==> config.mk <==
export PLATFORM = sky130hd
export DESIGN_NAME = fir_mac
export DESIGN_NICKNAME = d
export VERILOG_FILES = /design/src/rtl/fir_mac.sv
export SDC_FILE = /design/constraint.sdc
export NUM_CORES = 1
export LEC_CHECK = 0
export ABC_AREA = 0
export BUFFER_PORTS_ARGS = -buffer_cell sky130_fd_sc_hd__buf_2
export CAP_MARGIN = 0
export CORE_UTILIZATION = 50
export CTS_CLUSTER_DIAMETER = 30
export DETAILED_ROUTE_END_ITERATION = 7
export HOLD_SLACK_MARGIN = 0.08
export PLACE_DENSITY = 0.7
export SYNTH_ARGS = -nofsm -noshare
export SYNTH_HDL_FRONTEND = slang
export SYNTH_SLANG_ARGS = --single-unit
export TNS_END_PERCENT = 30
==> constraint.sdc <==
create_clock -name clk -period 7.55 [get_ports clk]
set_clock_uncertainty 0.1 [all_clocks]
set_input_delay 1.51 -clock clk [delete_from_list [all_inputs] [get_ports clk]]
set_output_delay 1.51 -clock clk [all_outputs]
set_load 0.005 [all_outputs]
==> src/rtl/fir_mac.sv <==
// Sequential one-tap-per-clock FIR multiply-accumulate stage.
// Produces a full-width signed sum for the downstream truncate/saturate stage.
module fir_mac #(
  parameter int unsigned cant_bits = 40,
  parameter int unsigned N_TAPS    = 4,
  parameter int unsigned COEF_W    = 16
) (
  input  logic                         clk,
  input  logic                         reset_n,
  input  logic                         start,
  input  logic signed [cant_bits-33:0] x_in,
  input  logic [COEF_W*N_TAPS-1:0]     coef,
  output logic                         busy,
  output logic                         done,
  output logic signed [cant_bits-1:0]  y_out
);

  localparam int unsigned XW     = cant_bits - 32;
  localparam int unsigned PW     = XW + COEF_W;
  localparam int unsigned IdxW   = (N_TAPS > 1) ? $clog2(N_TAPS) : 1;
  localparam logic [IdxW-1:0] LastIdx = IdxW'(N_TAPS - 1);

  typedef enum logic [1:0] {StIdle, StMac, StDone} state_e;

  state_e                      state_q, state_d;
  logic signed [cant_bits-1:0] acc_q, acc_d;
  logic signed [cant_bits-1:0] y_q, y_d;
  logic [IdxW-1:0]             idx_q, idx_d;
  logic                        done_q, done_d;
  logic                        shift_en;
  logic signed [XW-1:0]        x_q [N_TAPS];

  logic signed [XW-1:0]        x_sel;
  logic signed [COEF_W-1:0]    c_sel;
  logic signed [PW-1:0]        x_ext, c_ext, prod;

  // Operands widened to the full product width so the signed product is exact.
  always_comb begin
    x_sel = x_q[idx_q];
    c_sel = coef[COEF_W*idx_q +: COEF_W];
    x_ext = PW'(x_sel);
    c_ext = PW'(c_sel);
    prod  = x_ext * c_ext;
  end

  always_comb begin
    state_d  = state_q;
    acc_d    = acc_q;
    idx_d    = idx_q;
    y_d      = y_q;
    done_d   = 1'b0;
    shift_en = 1'b0;
    unique case (state_q)
      StIdle: begin
        if (start) begin
          shift_en = 1'b1;
          acc_d    = '0;
          idx_d    = '0;
          state_d  = StMac;
        end
      end
      StMac: begin
        acc_d = acc_q + cant_bits'(prod);
        if (idx_q == LastIdx) begin
          idx_d   = '0;
          state_d = StDone;
        end else begin
          idx_d = idx_q + 1'b1;
        end
      end
      StDone: begin
        y_d     = acc_q;
        done_d  = 1'b1;
        state_d = StIdle;
      end
      default: state_d = StIdle;
    endcase
  end

  always_ff @(posedge clk or negedge reset_n) begin
    if (!reset_n) begin
      state_q <= StIdle;
      acc_q   <= '0;
      idx_q   <= '0;
      y_q     <= '0;
      done_q  <= 1'b0;
    end else begin
      state_q <= state_d;
      acc_q   <= acc_d;
      idx_q   <= idx_d;
      y_q     <= y_d;
      done_q  <= done_d;
    end
  end

  always_ff @(posedge clk or negedge reset_n) begin
    if (!reset_n) begin
      for (int i = 0; i < int'(N_TAPS); i++) x_q[i] <= '0;
    end else if (shift_en) begin
      x_q[0] <= x_in;
      for (int i = 1; i < int'(N_TAPS); i++) x_q[i] <= x_q[i-1];
    end
  end

  assign busy  = (state_q != StIdle);
  assign done  = done_q;
  assign y_out = y_q;

endmodule

# Yosys cells after proc, flatten, opt, wreduce, memory -nomap -nowiden
# Index checks and enable logic that the tools add are counted.
[word_totals] input_bits=75 output_inout_bits=42 regBits=117 wordCells=39
[classes] n_mux=14 magnitude_cmp=1 n_shift=1 n_addsub=2 eq_ne=5 reduce_logical=5 n_bitwise=1 multipliers=1
[op_table] operator="40-bit one-hot mux with 2 select lines" n=1
[op_table] operator="64-bit by 7-bit indexed part select with 16-bit output" n=1
[op_table] operator="40-bit by 24-bit adder with 40-bit output" n=1
[op_table] operator="40-bit 2-to-1 mux" n=1
[op_table] operator="8-bit by 16-bit multiplier with 24-bit output" n=1
[op_table] operator="8-bit binary-select mux with 2-bit select" n=1
[op_table] operator="8-bit 2-to-1 mux" n=2
[op_table] operator="2-bit 2-to-1 mux" n=4
[op_table] operator="2-bit one-hot mux with 2 select lines" n=2
[op_table] operator="2-bit equality test (second input constant)" n=2
[op_table] operator="2-bit != test (second input constant)" n=2
[op_table] operator="2-bit AND reduction" n=2
[op_table] operator="2-bit nonzero test" n=2
[op_table] operator="3-bit greater-or-equal comparator (second input constant)" n=1
[op_table] operator="1-bit 2-to-1 mux" n=3
[op_table] operator="2-bit inverter with 3-bit output" n=1
[op_table] operator="2-bit by 1-bit adder with 2-bit output (second input constant)" n=1
[op_table] operator="2-bit by 1-bit equality test with 1-bit output (second input constant)" n=1
[op_table] operator="2-bit logical NOT" n=1

# Depth between registers and ports, before layout
# Gate-level depths: netlist (run 1).
[logic_depth] word_depth=7 ltp_mapped=24 depth_no_buf=21

# Worst setup path after synthesis (run 1)
# OpenSTA, ideal clock, no wires.
[synth_path] path_type="in2reg" startpoint="input port coef[31]" endpoint="register acc_q[38]" n_path_buf=0 setup_time_ps=130 stages=16 slack_ps=322 arrival_time_ps=6998 required_time_ps=7320 path_cell_list="mux4_2 > and2_1 > fa_1 > fa_1 > fa_1 > fa_1 > ha_1 > ha_1 > a21o_1 > a21o_1 > a21o_1 > a311oi_2 > a31oi_2 > a221oi_2 > xor2_1 > o21ai_1"
[synth_via] elab_chain_cells=4
[synth_lines] element="start: declaration" line_no="12" text="input logic [COEF_W*N_TAPS-1:0] coef,"
[synth_lines] element="64-bit by 7-bit indexed part select with 16-bit output" line_no="40" text="c_sel = coef[COEF_W*idx_q +: COEF_W];"
[synth_lines] element="8-bit by 16-bit multiplier with 24-bit output" line_no="43" text="prod = x_ext * c_ext;"
[synth_lines] element="40-bit by 24-bit adder with 40-bit output" line_no="63" text="acc_d = acc_q + cant_bits'(prod);"
[synth_lines] element="40-bit one-hot mux with 2 select lines" line_no="53" text="unique case (state_q)"
[synth_lines] element="end signal: assignment" line_no="83" text="acc_q <= '0;"
[synth_lines] element="end signal: assignment" line_no="89" text="acc_q <= acc_d;"
[synth_lines] element="end: declaration" line_no="26" text="logic signed [cant_bits-1:0] acc_q, acc_d;"
# No other way between the ends.
# A chain may end at the register's enable or synchronous reset.

# Worst setup path after layout (run 1)
[layout_path] startpoint="input port coef[63]" endpoint="register acc_q[38]"
# Same word-level chain as after synthesis.

==> metrics, run 1 <==
wire length reported by the detailed router=28900 um; Post-DP HPWL=22400 um; async set or reset register ratio after synthesis=1.00; Hold Crit Class=flop to flop; count of yosys warnings during synthesis=0; Critical Path Source=coef[63]; number of buffers created by CTS=17; Crit path required time=7.75 ns; die footprint=25500 um^2; total gr overflow=0; number of flip-flops and latches in the synthesized netlist=117; filler instances=2101; Final TNS setup=0 ns; initial core utilization=0.510; total routing usage reported by global routing=0.247; Die Span X=160 um; most used flip-flop cell after synthesis=sky130_fd_sc_hd__dfrtp_1; mean number of vias per cell=5.53; cell type with the highest aggregate area in the netlist=sky130_fd_sc_hd__fa_1; number of nets in the final layout=1598; post-CTS setup buffer count=0; number of cells in the finished layout apart from fillers=1581; post-cts repair resize count=0; max incr delay on CP=0.57 ns; crit-path max FO=13; TritonCTS clock tree=yes; number of instances in the synthesized netlist=1126; hold violation total from the final report=0; critical path cell sequence=buf_2 > mux4_2 > and2_1 > o21bai_1 > ha_1 > inv_1 > fa_1 > inv_1 > fa_1 > fa_1 > ha_1 > ha_1 > a21o_1 > a21o_1 > a21o_1 > a311oi_2 > a31oi_2 > a221oi_2 > xor2_1 > o21ai_1; placer congestion estimate=0.895; number of endpoints failing setup at the final stage=0; final antenna-violating net count=0; deepest level of the CTS H-tree=4; source-to-sink clock delay at the later pin of the worst-skew pair=0.42 ns; final cycle utilization of the critical path=0.936; capturing element type of the critical path=flop; count of flip-flops with a built-in enable after synthesis=0; Stages on worst setup path=20; number of placed instances, taps included=1549; cell types occupying the most area after synthesis=sky130_fd_sc_hd__fa_1 31%, sky130_fd_sc_hd__dfrtp_1 24%, sky130_fd_sc_hd__ha_1 8.7%, sky130_fd_sc_hd__mux2_2 5.2%, sky130_fd_sc_hd__mux4_2 4.2%; number of vias after detailed routing=8748; cells on worst reg2reg path=17; setup repair after global routing missed its margin=no; type of origin of the critical path=primary input; syn_nets=1480; share of the synthesized area in the top cell type=0.309; drt wl/cell=18.3 um; area overhead of the layout relative to synthesis=12.9%; count of distinct cell types in the synthesized netlist=59; headroom to the max-slew limit=0.394; outcome=complete, no violations; final count of pins violating max slew=0; combined buffer and inverter count along the critical path=3; family with the most delay on the worst path=adder cells; count of boundary I/O pins=117; Iter 0 DRT Violations=510; clock sink count=117; Final Critical Period=7.07 ns; clock buffer depth=2; Clk pin slew, worst setup/hold paths=0.06 ns; average cell area after synthesis=11.1 um^2; first-pass GRT wire length=49200 um; number of I/O port buffers=116; count of max-cap constraint violations=0; sequential area share after synthesis=0.235; core region area=24400 um^2; layout cell share with drive strength beyond 1=0.219; vertical die dimension=160 um; number of detailed-route iterations in the first pass=8; number of antenna violations at the first check in global routing=0; data arrival time of the critical path=7.27 ns; maximum clock frequency=141 MHz; capturing element of the worst setup path=acc_q[38]$_DFFE_PN0P_; worst reg2reg setup slack=0.56 ns; Placement Rows=57; Worst Setup Path Type=primary input to flop; via count of the first global-routing pass=9465; Crit Reg-Reg Endpoint=acc_q[27]$_DFFE_PN0P_; number of DRC violations after detailed routing=0; number of buffers inserted for hold repair after clock tree synthesis=0; Root Buffer=sky130_fd_sc_hd__clkbuf_16; maximum number of pins on one net before global-route repair=71; standard cell with the maximum stage delay on the critical path=sky130_fd_sc_hd__mux4_2; count of antenna diodes in the layout=0; Reg-to-Reg Start=idx_q[0]$_DFFE_PN0P_; synthesized cell area=12400 um^2; measured slew at the worst slew-check pin=0.909 ns
==> sequential cells by signal (all words and copies together), names as in the netlist <==
register and flops:
idx_q 2, y_out 40, x_q 32, acc_q 40
done 1, state_q 2
==> worst register-to-register path, stage by stage, from the launching register on <==
cell                       delay, ns
sky130_fd_sc_hd__dfrtp_2        0.81
sky130_fd_sc_hd__mux4_2         0.65
sky130_fd_sc_hd__and2_2         0.74
sky130_fd_sc_hd__inv_1          0.13
sky130_fd_sc_hd__fa_1           0.50
sky130_fd_sc_hd__inv_1          0.05
sky130_fd_sc_hd__fa_1           0.48
sky130_fd_sc_hd__fa_1           0.57
sky130_fd_sc_hd__fa_1           0.43
sky130_fd_sc_hd__ha_1           0.30
sky130_fd_sc_hd__ha_1           0.40
sky130_fd_sc_hd__nand3_1        0.15
sky130_fd_sc_hd__nor2_1         0.23
sky130_fd_sc_hd__nand4_1        0.22
sky130_fd_sc_hd__a22oi_1        0.48
sky130_fd_sc_hd__a221oi_1       0.19
sky130_fd_sc_hd__xor2_1         0.30
sky130_fd_sc_hd__o22ai_1        0.13
==> through the flow <==
step	util	hold WS, ns	worst slack [ns]	cell area (um^2)
finish	0.576	0.375	0.481	14000
global route	0.576	0.400	0.216	14000
CTS	0.576	0.382	0.471	14000
detailed placement	0.552	0.367	0.0588	13500
global placement	0.552	0.358	0.149	13500
floorplan	-	0.350	0.322	12400
==> layout make-up <==
class,count,area [um^2],area share
inverter,133,499,0.0355
clock inverter,14,150,0.0107
sequential,117,2930,0.208
timing repair buffer,139,756,0.0538
clock buffer,18,439,0.0313
multi-input combinational,836,8870,0.631
tap,324,405,0.0289
==> per-layer routing <==
metal,wire length (um),GRT usage,vias to the layer above
met5,0,0,-
met4,522,0.0697,0
met3,1290,0.0345,39
met2,14400,0.411,217
met1,12800,0.338,4500
li1,-,-,3992
==> cells by family (layout without fill, tap and decap cells) <==
logic type,count (synthesis),count (layout),share of synthesized area
XOR/XNOR,35,35,0.0246
AND/OR/NAND/NOR,267,267,0.105
adder cells (fa/ha/maj),279,279,0.396
buffers and inverters,173,304,0.0533
multiplexers,82,82,0.0949
flip-flops,117,117,0.235
AO/OA/AOI/OAI,173,173,0.0903
==> worst min path at each step <==
| stage | from | end | slack, ns | depth (start not counted) |
|---|---|---|---|---|
| finish | y_out[11]$_DFFE_PN0P_ | y_out[11]$_DFFE_PN0P_ | 0.38 | 2 |
| floorplan | acc_q[10]$_DFFE_PN0P_ | acc_q[10]$_DFFE_PN0P_ | 0.35 | 2 |
| CTS | y_out[1]$_DFFE_PN0P_ | y_out[1]$_DFFE_PN0P_ | 0.38 | 2 |
| global route | acc_q[9]$_DFFE_PN0P_ | acc_q[9]$_DFFE_PN0P_ | 0.40 | 2 |
| global placement | y_out[11]$_DFFE_PN0P_ | y_out[11]$_DFFE_PN0P_ | 0.36 | 2 |
| detailed placement | y_out[1]$_DFFE_PN0P_ | y_out[1]$_DFFE_PN0P_ | 0.37 | 2 |
==> cell usage in the layout, fill, tap and decap left out, types with 4 or more instances in the layout <==
master and instances:
sky130_fd_sc_hd__o21ai_0 48, sky130_fd_sc_hd__inv_1 133, sky130_fd_sc_hd__and3_1 4, sky130_fd_sc_hd__mux2_2 58, sky130_fd_sc_hd__nor2_1 35, sky130_fd_sc_hd__nor2b_1 5, sky130_fd_sc_hd__inv_6 8, sky130_fd_sc_hd__and2_1 73
sky130_fd_sc_hd__ha_1 87, sky130_fd_sc_hd__nor3_1 6, sky130_fd_sc_hd__buf_4 24, sky130_fd_sc_hd__xor2_1 16, sky130_fd_sc_hd__nand3_1 14, sky130_fd_sc_hd__a21o_1 16, sky130_fd_sc_hd__clkbuf_16 17, sky130_fd_sc_hd__xnor2_1 19
sky130_fd_sc_hd__a211oi_1 6, sky130_fd_sc_hd__nand4_1 6, sky130_fd_sc_hd__a31oi_1 6, sky130_fd_sc_hd__o21ai_1 10, sky130_fd_sc_hd__nand2_1 105, sky130_fd_sc_hd__dfrtp_1 116, sky130_fd_sc_hd__mux4_2 23, sky130_fd_sc_hd__a22o_1 9
sky130_fd_sc_hd__o22ai_1 9, sky130_fd_sc_hd__o31ai_1 5, sky130_fd_sc_hd__buf_2 115, sky130_fd_sc_hd__o21bai_1 4, sky130_fd_sc_hd__fa_1 192, sky130_fd_sc_hd__a21oi_1 31
==> Yosys cell counts, types with 9 or more instances <==
cell type and count:
sky130_fd_sc_hd__xnor2_1 19, sky130_fd_sc_hd__and2_1 74, sky130_fd_sc_hd__fa_1 192, sky130_fd_sc_hd__xor2_1 16, sky130_fd_sc_hd__o21ai_1 10, sky130_fd_sc_hd__clkbuf_1 28
sky130_fd_sc_hd__a21o_1 16, sky130_fd_sc_hd__nand3_1 14, sky130_fd_sc_hd__a21oi_1 31, sky130_fd_sc_hd__mux4_2 23, sky130_fd_sc_hd__o21ai_0 48, sky130_fd_sc_hd__o22ai_1 9
sky130_fd_sc_hd__buf_2 10, sky130_fd_sc_hd__dfrtp_1 117, sky130_fd_sc_hd__inv_1 133, sky130_fd_sc_hd__ha_1 87, sky130_fd_sc_hd__nor2_1 37, sky130_fd_sc_hd__mux2_2 58
sky130_fd_sc_hd__a22o_1 9, sky130_fd_sc_hd__nand2_1 105
Power of run 1 is not shown: default switching activity piles up to over one toggle a cycle in this logic, so the estimate is an artifact.
==> run 2, diff against run 1 <==
Settings changed: CELL_PAD_IN_SITES_DETAIL_PLACEMENT set to 2, CELL_PAD_IN_SITES_GLOBAL_PLACEMENT set to 2, CORE_UTILIZATION 50 to 41, PLACE_DENSITY 0.7 to 0.83.
Clock period 7.55 ns to 6.8 ns, I/O delays scaled along.
==> metrics, run 2 (synthesized netlist as in run 1, its figures left out) <==
worst reg2reg setup slack=-0.46 ns; storage element area=2930 um^2; Worst Hold Path Cells=2; drt wl/cell=40.9 um; deepest level of the CTS H-tree=4; number of endpoints failing setup at the final stage=20; area occupied by multi-input gates=9730 um^2; outcome=complete, but fails checks; final cycle utilization of the critical path=1.08; headroom to the max-slew limit=0.371; Clk pin slew, worst setup/hold paths=0.08 ns; leading cell type in the layout, fill and taps excluded=sky130_fd_sc_hd__fa_1; Worst Setup Path Type=primary input to flop; Hold Crit Class=flop to flop; initial core utilization=0.419; Root Buffer=sky130_fd_sc_hd__clkbuf_16; final antenna-violating net count=0; type of origin of the critical path=primary input; Reg-to-Reg Start=idx_q[0]$_DFFE_PN0P_; crit-path max FO=5; source-to-sink clock delay at the later pin of the worst-skew pair=0.49 ns; number of antenna violations at the first check in global routing=4; via count of the first global-routing pass=13.4k; final worst slack=-0.551 ns; count of max-cap constraint violations=0; Crit Reg-Reg Endpoint=acc_q[32]$_DFFE_PN0P_; Placement Rows=63; cells on worst reg2reg path=20; final count of pins violating max slew=0; placer congestion estimate=0.847; Iter 0 DRT Violations=1095; core region area=29700 um^2; clock sink count=117; number of I/O port buffers=116; maximum number of pins on one net before global-route repair=68; number of buffers created by CTS=17; total routing usage reported by global routing=0.415; number of DRC violations after detailed routing=0; measured slew at the worst slew-check pin=0.944 ns; count of boundary I/O pins=117; Final Critical Period=7.35 ns; Post-DP HPWL=38100 um; vertical die dimension=176 um; hold path endpoint=y_out[10]$_DFFE_PN0P_; die footprint=31100 um^2; area overhead of the layout relative to synthesis=30.7%; total gr overflow=0; number of nets in the final layout=1750; maximum clock frequency=136 MHz; hold_sp=y_out[10]$_DFFE_PN0P_; hold violation total from the final report=0; setup repair after global routing missed its margin=yes; commonest cells after routing, fill and taps aside=178 x sky130_fd_sc_hd__fa_1, 160 x sky130_fd_sc_hd__buf_4, 127 x sky130_fd_sc_hd__inv_1; first-pass GRT wire length=90500 um; Die Span X=176 um; data arrival time of the critical path=7.54 ns; filler instances=2862; layout cell share with drive strength beyond 1=0.378; dpl ws=-0.708 ns; clock buffer depth=2; TritonCTS clock tree=yes; mean number of vias per cell=6.69; capturing element type of the critical path=flop; wire length reported by the detailed router=73700 um; number of detailed-route iterations in the first pass=5; Crit path required time=6.99 ns; number of vias after detailed routing=12.0k; failing checks=setup timing
## run 2: cell types whose count changed in the layout (fill, tap and decap cells not counted), sizes merged, moves of 3 or more
cell      previous run  this run
buf                139       288
inv                144       137
clkinvlp             1         6
clkinv               1         4
diode                0         3
## run 2: worst max-delay path by stage
stage / from / end / slack (ns)
3_3_place_gp: coef[63] / acc_q[38]$_DFFE_PN0P_ / -0.33
6_report: coef[63] / acc_q[32]$_DFFE_PN0P_ / -0.55
5_1_grt: coef[63] / acc_q[32]$_DFFE_PN0P_ / -0.50
4_1_cts: coef[63] / acc_q[32]$_DFFE_PN0P_ / 0.002
2_1_floorplan: coef[63] / acc_q[38]$_DFFE_PN0P_ / -0.02
3_5_place_dp: coef[63] / acc_q[32]$_DFFE_PN0P_ / -0.71
## run 2: stage by stage
step | instance area, um^2 | TNS, ns | instances | utilization | hold WS, ns
global placement | 14400 | -1.57 | 1715 | 0.484 | 0.357
CTS | 15300 | 0 | 1757 | 0.514 | 0.387
finish | 16300 | -6.59 | 1802 | 0.547 | 0.391
global route | 16300 | -5.90 | 1799 | 0.547 | 0.434
floorplan | 12500 | -0.0187 | 1126 | - | 0.350
detailed placement | 14400 | -8.37 | 1715 | 0.484 | 0.372
## run 2: area by class of cell
class	instances	area share
well taps	390	0.0300
multi-input cells	838	0.598
clock inverters	14	0.00738
repair buffers	289	0.126
inverters	133	0.0314
flip-flops and latches	117	0.180
diodes	3	0.000461
clock buffers	18	0.0264
## run 2: worst max-delay path, stage by stage
cell and delay [ns]:
sky130_fd_sc_hd__buf_8 0.11, sky130_fd_sc_hd__mux4_2 0.61, sky130_fd_sc_hd__and2_4 0.26, sky130_fd_sc_hd__buf_4 0.15, sky130_fd_sc_hd__fa_1 0.54, sky130_fd_sc_hd__inv_1 0.08
sky130_fd_sc_hd__fa_1 0.54, sky130_fd_sc_hd__inv_1 0.39, sky130_fd_sc_hd__fa_2 0.66, sky130_fd_sc_hd__fa_1 0.51, sky130_fd_sc_hd__ha_1 0.41, sky130_fd_sc_hd__ha_4 0.29
sky130_fd_sc_hd__a21oi_4 0.18, sky130_fd_sc_hd__o21ai_1 0.13, sky130_fd_sc_hd__a221oi_2 0.39, sky130_fd_sc_hd__o21ai_2 0.15, sky130_fd_sc_hd__a21o_2 0.27, sky130_fd_sc_hd__a31oi_4 0.19
sky130_fd_sc_hd__xor2_2 0.18, sky130_fd_sc_hd__o21ai_1 0.13
## run 2: metal layers
| layer | track usage | wire, um | up-vias |
|---|---|---|---|
| met4 | 0.326 | 9120 | 2 |
| met1 | 0.428 | 24000 | 6179 |
| met2 | 0.720 | 33800 | 1039 |
| met5 | 0 | 8 | - |
| li1 | - | - | 4305 |
| met3 | 0.105 | 6790 | 524 |
## run 2: what timing repair did
action / CTS / global route
pin swaps: 8 / 55
hold buffers: 0 / 0
setup endpoints to repair: 12 / 20
cloned: 0 / 3
buffers inserted: 10 / 39
gates resized for setup: 44 / 129
hold endpoints to repair: 0 / 0
Power of run 2 is left out for the same reason.
==> run 3, diff against run 2 <==
Settings changed: CORE_UTILIZATION 41 to 37, PLACE_DENSITY 0.83 to 0.79.
Clock period 6.8 ns to 5.91 ns, I/O delays scaled along.
==> metrics, run 3 (synthesized netlist as in run 1, its figures left out) <==
count of boundary I/O pins=117; number of DRC violations after detailed routing=0; first-pass GRT wire length=96100 um; final antenna-violating net count=0; number of nets in the final layout=1818; number of endpoints failing setup at the final stage=31; mean number of vias per cell=6.43; Clk pin slew, worst setup/hold paths=0.07 ns; hold_sp=y_out[12]$_DFFE_PN0P_; Crit path required time=6.08 ns; standard cell with the maximum stage delay on the critical path=sky130_fd_sc_hd__fa_1; wire length reported by the detailed router=79200 um; Iter 0 DRT Violations=1039; headroom to the max-slew limit=0.443; global-route met2 utilization=0.707; measured slew at the worst slew-check pin=0.834 ns; area overhead of the layout relative to synthesis=40.6%; number of vias after detailed routing=12.3k; final cycle utilization of the critical path=1.28; Critical Path Most Common Cell=sky130_fd_sc_hd__fa_1; deepest level of the CTS H-tree=4; number of detailed-route iterations in the first pass=5; initial core utilization=0.380; die footprint=34400 um^2; max incr delay on CP=0.76 ns; Final Critical Period=7.59 ns; layout cell share with drive strength beyond 1=0.451; number of buffers inserted for hold repair after clock tree synthesis=0; failing checks=setup timing; Reg-to-Reg Start=idx_q[0]$_DFFE_PN0P_; hold violation total from the final report=0; number of antenna violations at the first check in global routing=4; via count of the first global-routing pass=13.9k; total gr overflow=0; Critical Path Source=idx_q[0]$_DFFE_PN0P_; TritonCTS clock tree=yes; maximum clock frequency=132 MHz; global routing met3 resource utilization=0.104; number of buffers created by CTS=17; Worst Setup Path Type=flop to flop; capturing element type of the critical path=flop; final worst slack=-1.68 ns; Hold Crit Class=flop to flop; drt wl/cell=41.2 um; type of origin of the critical path=flop; count of max-cap constraint violations=0; setup repair after global routing missed its margin=yes; number of I/O port buffers=116; maximum number of pins on one net before global-route repair=48; vertical die dimension=185 um; data arrival time of the critical path=7.76 ns; family with the most delay on the worst path=adder cells; Die Span X=185 um; final count of pins violating max slew=0; clock buffer depth=2; source-to-sink clock delay at the later pin of the worst-skew pair=0.48 ns; leading cell type in the layout, fill and taps excluded=sky130_fd_sc_hd__buf_4; clock sink count=117; outcome=complete, but fails checks; core region area=32800 um^2; Placement Rows=66; Post-DP HPWL=38200 um; grt met1 use=0.395; combined buffer and inverter count along the critical path=9; crit-path max FO=6; busiest layer in global routing=met2; Root Buffer=sky130_fd_sc_hd__clkbuf_16; commonest cells after routing, fill and taps aside=199 x sky130_fd_sc_hd__buf_4, 163 x sky130_fd_sc_hd__fa_1, 124 x sky130_fd_sc_hd__inv_1; final core utilization=0.534; critical path cell sequence=buf_6 > buf_12 > buf_12 > mux4_2 > buf_12 > buf_6 > nand2_4 > buf_4 > buf_4 > fa_1 > inv_1 > fa_1 > fa_1 > fa_1 > ha_1 > ha_4 > a21o_1 > a211o_1 > a32o_2 > a21oi_2 > buf_6 > xor2_4 > o22ai_4; total routing usage reported by global routing=0.404; placer congestion estimate=0.912
-- run 3: cell count changes in the layout (fill, tap and decap cells not counted), moves of 6 or more --
cell                      before  now
sky130_fd_sc_hd__buf_4       160  199
sky130_fd_sc_hd__ha_1         65   45
sky130_fd_sc_hd__buf_6         7   26
sky130_fd_sc_hd__ha_4         20   37
sky130_fd_sc_hd__fa_1        178  163
sky130_fd_sc_hd__fa_2         14   29
sky130_fd_sc_hd__a21oi_2       8   20
sky130_fd_sc_hd__buf_12        9   18
sky130_fd_sc_hd__a21oi_4       9    2
sky130_fd_sc_hd__nand2_1     102   96
-- run 3: layout make-up --
type | count | area [um^2]
fillers | 3167 | 15300
multi-input cells | 836 | 10100
flip-flops and latches | 117 | 2930
repair buffers | 359 | 2810
well taps | 442 | 553
inverters | 133 | 510
clock buffers | 18 | 439
clock inverters | 14 | 199
diodes | 1 | 2.50
-- run 3: worst register-to-register path: stages (launching register included) --
cell                      delay (ns)
sky130_fd_sc_hd__dfrtp_2        0.44
sky130_fd_sc_hd__buf_6          0.13
sky130_fd_sc_hd__buf_12         0.13
sky130_fd_sc_hd__buf_12         0.13
sky130_fd_sc_hd__mux4_2         0.39
sky130_fd_sc_hd__buf_12         0.16
sky130_fd_sc_hd__buf_6          0.12
sky130_fd_sc_hd__nand2_4        0.05
sky130_fd_sc_hd__buf_4          0.14
sky130_fd_sc_hd__buf_4          0.15
sky130_fd_sc_hd__fa_1           0.51
sky130_fd_sc_hd__inv_1          0.06
sky130_fd_sc_hd__fa_1           0.76
sky130_fd_sc_hd__fa_1           0.52
sky130_fd_sc_hd__fa_1           0.51
sky130_fd_sc_hd__ha_1           0.35
sky130_fd_sc_hd__ha_4           0.25
sky130_fd_sc_hd__a21o_1         0.31
sky130_fd_sc_hd__a211o_1        0.45
sky130_fd_sc_hd__a32o_2         0.37
sky130_fd_sc_hd__a21oi_2        0.51
sky130_fd_sc_hd__buf_6          0.21
sky130_fd_sc_hd__xor2_4         0.41
sky130_fd_sc_hd__o22ai_4        0.25
-- run 3: final timing paths --
kind | end | slack (ns) | cells past startpoint
setup / recovery | acc_q[30]$_DFFE_PN0P_ | -1.68 | 23
hold / removal | y_out[12]$_DFFE_PN0P_ | 0.40 | 2
setup reg to reg | acc_q[30]$_DFFE_PN0P_ | -1.68 | 23
hold reg to reg | y_out[12]$_DFFE_PN0P_ | 0.40 | 2
max in group asynchronous | acc_q[30]$_DFFE_PN0P_ | 3.94 | 2
min in group asynchronous | x_q[12]$_DFFE_PN0P_ | 0.65 | 1
-- run 3: per-stage QoR --
| stage | worst slack, ns | setup TNS (ns) | hold slack [ns] | instances | cell area, um^2 |
|---|---|---|---|---|---|
| after floorplan | -0.631 | -7.74 | 0.350 | 1126 | 12500 |
| after global placement | -0.943 | -17.05 | 0.358 | 1828 | 15000 |
| after detailed placement | -1.23 | -25.36 | 0.373 | 1828 | 15000 |
| after CTS | -0.553 | -7.60 | 0.390 | 1885 | 16800 |
| after global routing | -1.71 | -25.43 | 0.422 | 1920 | 17500 |
| final | -1.68 | -24.88 | 0.403 | 1920 | 17500 |
-- run 3: layer usage --
layer  vias up  share of wire
met5         -        0.00075
met4         6           0.11
met3       530          0.089
met2       987           0.48
met1      6396           0.32
li1       4424              -
-- run 3: what timing repair did --
action                                  CTS  global route
pin swaps                                56            63
endpoints found under the setup margin   28            31
gates resized for setup                 162            84
setup buffers                            24            32
cloned                                    1             2
Power of run 3 is left out for the same reason.
